## src/rtl/rr_arbiter4.sv

```systemverilog
// rr_arbiter4: 4-requester round-robin arbiter; one owner at a time, released by done or request drop.
// Define ARB_TIMEOUT_EN to add a hold counter that revokes a grant after HOLD_MAX cycles.
module rr_arbiter4 #(
  parameter int HOLD_MAX = 8
) (
  input  logic       clk,
  input  logic       rst_n,
  input  logic [3:0] req,
  input  logic       done,
  output logic [3:0] gnt,
  output logic [1:0] gnt_id,
  output logic       busy,
  output logic       timeout
);

  typedef enum logic {
    IDLE  = 1'b0,
    GRANT = 1'b1
  } state_t;

  state_t     state;
  state_t     state_nxt;
  logic [1:0] ptr;
  logic [1:0] ptr_nxt;
  logic [1:0] id_nxt;
  logic       release_now;
  logic       limit;

  if (HOLD_MAX < 2 || HOLD_MAX > 255) begin : g_hold_range
    $error("rr_arbiter4: HOLD_MAX must be in 2..255");
  end

  // First set request bit scanning from p upward with 2-bit wrap.
  function automatic logic [1:0] pick(input logic [3:0] r, input logic [1:0] p);
    logic [1:0] idx;
    logic       found;
    pick  = p;
    found = 1'b0;
    for (int k = 0; k < 4; k++) begin
      idx = p + 2'(k);
      if (!found && r[idx]) begin
        pick  = idx;
        found = 1'b1;
      end
    end
  endfunction

  assign release_now = (state == GRANT) && (done || !req[gnt_id]);

`ifdef ARB_TIMEOUT_EN
  localparam logic [7:0] HOLD_LAST = 8'(HOLD_MAX - 1);

  logic [7:0] cnt;
  logic [7:0] cnt_nxt;
  logic       tmo;

  // A normal release on the limit edge wins, so the limit only fires without one.
  assign limit = (state == GRANT) && !release_now && (cnt == HOLD_LAST);

  always_comb begin
    cnt_nxt = cnt;
    if (state == IDLE) begin
      cnt_nxt = 8'd0;
    end else if (!release_now && !limit) begin
      cnt_nxt = cnt + 8'd1;
    end
  end

  always_ff @(posedge clk or negedge rst_n) begin
    if (!rst_n) begin
      cnt <= 8'd0;
      tmo <= 1'b0;
    end else begin
      cnt <= cnt_nxt;
      tmo <= limit;
    end
  end

  assign timeout = tmo;
`else
  assign limit   = 1'b0;
  assign timeout = 1'b0;
`endif

  always_comb begin
    state_nxt = state;
    id_nxt    = gnt_id;
    ptr_nxt   = ptr;
    case (state)
      IDLE: begin
        if (req != 4'b0000) begin
          state_nxt = GRANT;
          id_nxt    = pick(req, ptr);
        end
      end
      GRANT: begin
        if (release_now || limit) begin
          state_nxt = IDLE;
          id_nxt    = 2'd0;
          ptr_nxt   = gnt_id + 2'd1;
        end
      end
      default: begin
        state_nxt = IDLE;
        id_nxt    = 2'd0;
      end
    endcase
  end

  always_ff @(posedge clk or negedge rst_n) begin
    if (!rst_n) begin
      state  <= IDLE;
      gnt_id <= 2'd0;
      ptr    <= 2'd0;
    end else begin
      state  <= state_nxt;
      gnt_id <= id_nxt;
      ptr    <= ptr_nxt;
    end
  end

  assign busy = (state == GRANT);
  assign gnt  = busy ? (4'b0001 << gnt_id) : 4'b0000;

endmodule

```

## config.mk

```make
export PLATFORM = sky130hd
export DESIGN_NAME = rr_arbiter4
export DESIGN_NICKNAME = d
export VERILOG_FILES = /design/src/rtl/rr_arbiter4.sv
export SDC_FILE = /design/constraint.sdc
export NUM_CORES = 1
export LEC_CHECK = 0
export CAP_MARGIN = 15
export CORE_MARGIN = 2
export CORE_UTILIZATION = 35
export CTS_BUF_LIST = sky130_fd_sc_hd__clkbuf_4 sky130_fd_sc_hd__clkbuf_8
export DETAILED_ROUTE_END_ITERATION = 6
export HOLD_SLACK_MARGIN = 0.12
export PLACE_DENSITY = 0.68
export SETUP_SLACK_MARGIN = 0.3
export SYNTH_ARGS = -nofsm -noshare
export SYNTH_HDL_FRONTEND = slang
export SYNTH_SLANG_ARGS = --single-unit
```

## constraint.sdc

```tcl
create_clock -name clk -period 1.5 [get_ports clk]
set_input_delay 0.225 -clock clk [delete_from_list [all_inputs] [get_ports clk]]
set_output_delay 0.225 -clock clk [all_outputs]
set_load 0.005 [all_outputs]
```

==> metrics.csv, run 1 <==
metric,value,unit
status,"finished, violations left",
failing checks,setup timing,
worst path cell trace,buf_6 > buf_6 > mux2i_1 > or3_4 > nand3_2 > mux2_4,
Max VDD drop,1.23,mV
Vias,520,
Filler Cell Count,96,
CP Capture Type,flip-flop,
RSZ-0062 raised after global routing,true,
"Top cell by count, worst path",buf_6,
Die W,40.3,um
pin count of the biggest net entering global routing,8,
HP Class,primary input to asynchronous set/reset pin,
H-tree depth,1,
Multi-input gate area,359,um2
Synth Area in Adders,10.8,%
ANT cells,0,
skew final,0.00508,ns
antenna violations before repair,0,
"Clk pin slew, worst setup/hold paths",0.05,ns
period utilisation layout,106,%
FMAX,630,MHz
leak pwr,0.426,nW
Die Height,40.3,um
top post-synthesis cells by area,"dfrtp_1 27%, ha_1 11%, and2_1 8.1%, mux2i_1 4.3%, a21oi_1 3.3%",
first-pass GRT wire length,1900,um
filler-free cell count of the finished design,105,
"Max stage delay cell, worst path",dfrtp_2,
drt first-iter violations,2,
cell depth of the worst flop-to-flop path,6,
clk buf depth,2,
Layout area overhead,91.1,%
WP data required,1.63,ns
Post-DRT Antenna Nets,0,
row count,13,
Synth Area in XOR/XNOR,0,%
layout cells sized above 1,55.6,%
"Max FO, Critical Path",3,
initial core utilization,36.4,%
num ports,15,
Worst Path Buf+Inv,2,
"Seq/Total Area, Yosys",27.1,%
Via density,4.95,
main combinational cell family by area after synthesis,simple AND/OR/NAND/NOR gates,
Synth Instances,53,
Total Power,0.00157,W
critical path arrival,1.71,ns
maxcap violations,0,
critical path depth,6,
compound-gate portion of the synthesized area,16.0,%
DP HPWL,861,um
"EDFF count, synth",0,
Post-synth top cells,"6 x and2_1, 5 x dfrtp_1, 4 x ha_1, 4 x inv_1, 4 x nand2_1",
I/O Buffers,13,
worst setup margin,-0.0864,ns
Clock Sinks,5,
top-count cell post-synth,and2_1,
DRC,0,
"Avg Cell Area, Syn",8.71,um2
power per cell area,1780,nW/um2
wire per inst,12.3,um
Yosys cell types,28,
share of the synthesized area in the top cell type,27.1,%
RD Place Congestion,0.832,
CTS tree,built,
final setup violation count,5,
Inst Count DP,91,
Yosys top cell by area,dfrtp_1,
clk_lat worst skew,0.24,ns
Top delay family on crit path,flip-flops,
Final Max Tran Viols,0,
Die ar.,1630,um2
mux contribution to synthesized area,9.21,%
Setup WS pre-CTS,-0.127,ns
"Top FF cell, synth",dfrtp_1,
Post-Synth Simple-Gate Area,27.9,%
CTS root buf,clkbuf_4,
asr flop ratio synth,100,%
GRT Util Overall,18.4,%
Sequential Area,128,um2
CORE AREA,1270,um2
final worst path period need,1.59,ns
final net count,102,
Synth Warn #,0,
Num CTS Buffers,3,
vias in the first global route,455,
Yosys reg bits,5,
Netlist Area Pre-Place,462,um2
drt pass-1 iters,4,
Syn Nets,64,
"Largest stage delay, worst path",0.43,ns
type of origin of the critical path,flip-flop,
"Hold Vio Cnt, Final",0,
critical path class,flip-flop to flip-flop,
total routed wirelength,1290,um
grt ovf,0,
## routing by layer
metal | vias up | track usage (%) | wire length (um)
li1 | 255 | - | -
met1 | 248 | 19.4 | 514
met3 | 0 | 6.67 | 60
met4 | 0 | 2.50 | 0
met5 | - | 0 | 0
met2 | 17 | 34.9 | 715
## kinds of logic (layout without fill, tap and decap cells)
kind of cell | after synthesis | in the layout
AO/OA/AOI/OAI | 11 | 11
adder cells (fa/ha/maj) | 4 | 4
buffers and inverters | 7 | 44
flip-flops | 5 | 5
multiplexers | 4 | 4
other | 1 | 1
AND/OR/NAND/NOR | 21 | 21
## state kept, by name (all words and copies together) (netlist names)
register  count
gnt_id        2
ptr           2
busy          1
## cells in the final DEF (no fill, tap or decap), types with 4 or more instances in the layout
cell,count
dlygate4sd2_1,4
nand2_1,4
and2_4,4
buf_6,12
buf_4,13
clkbuf_4,4
## worst register-to-register path: stages (launching register included)
cell	delay, ns
dfrtp_2	0.43
buf_6	0.13
buf_6	0.11
mux2i_1	0.10
or3_4	0.34
nand3_2	0.08
mux2_4	0.29
## layout make-up
| type | instances | share of cell area (%) |
|---|---|---|
| Clock buffer | 4 | 3.40 |
| Multi-Input combinational cell | 41 | 40.7 |
| Timing Repair Buffer | 35 | 36.7 |
| Inverter | 5 | 2.55 |
| Tap cell | 15 | 2.13 |
| Sequential cell | 5 | 14.5 |
## through the flow
step	hold slack [ns]	instance area, um2	TNS, ns	util (%)
floorplan	-0.0706	469	0	-
global placement	0.469	689	-0.403	54.3
detailed placement	0.471	689	-0.477	54.3
CTS	0.209	828	-0.330	65.3
global route	0.226	882	-0.610	69.5
finish	0.205	882	-0.275	69.5
## power breakdown
group | switching [W] | internal [W]
combinational | 0.000414 | 0.000684
sequential | 0.0000905 | 0.000207
clock | 0.0000553 | 0.000119
total | 0.000560 | 0.00101
## path summary, 6_finish.rpt
path	startpoint	to	slack (ns)
max reg2reg	gnt_id[0]$_DFFE_PN0P_	ptr[1]$_DFFE_PN0P_	-0.09
max in group asynchronous	rst_n	gnt_id[0]$_DFFE_PN0P_	1.08
min reg2reg	ptr[1]$_DFFE_PN0P_	ptr[1]$_DFFE_PN0P_	0.63
min in group clk	req[1]	busy$_DFF_PN0_	0.62
min	rst_n	busy$_DFF_PN0_	0.21
max	gnt_id[0]$_DFFE_PN0P_	ptr[1]$_DFFE_PN0P_	-0.09
## repair_timing
action | in CTS | in global routing
hold buffers | 0 | 0
gates resized for setup | 38 | 15
pin swaps | 5 | 5
setup endpoints to repair | 12 | 10
buffers inserted | 9 | 1
No activity file was read; power rests on OpenSTA's default activity.
==> inputs of run 2 (changes only) <==
--- a/config.mk
+++ b/config.mk
@@ -5,10 +5,11 @@
 export SDC_FILE = /design/constraint.sdc
 export NUM_CORES = 1
 export LEC_CHECK = 0
-export CAP_MARGIN = 15
+export CAP_MARGIN = 20
 export CORE_MARGIN = 2
 export CORE_UTILIZATION = 35
 export CTS_BUF_LIST = sky130_fd_sc_hd__clkbuf_4 sky130_fd_sc_hd__clkbuf_8
+export CTS_CLUSTER_SIZE = 12
 export DETAILED_ROUTE_END_ITERATION = 6
 export HOLD_SLACK_MARGIN = 0.12
 export PLACE_DENSITY = 0.68
==> results of run 2 <==
Same layout as run 1: the final DEF is identical, and so are final timing and power.
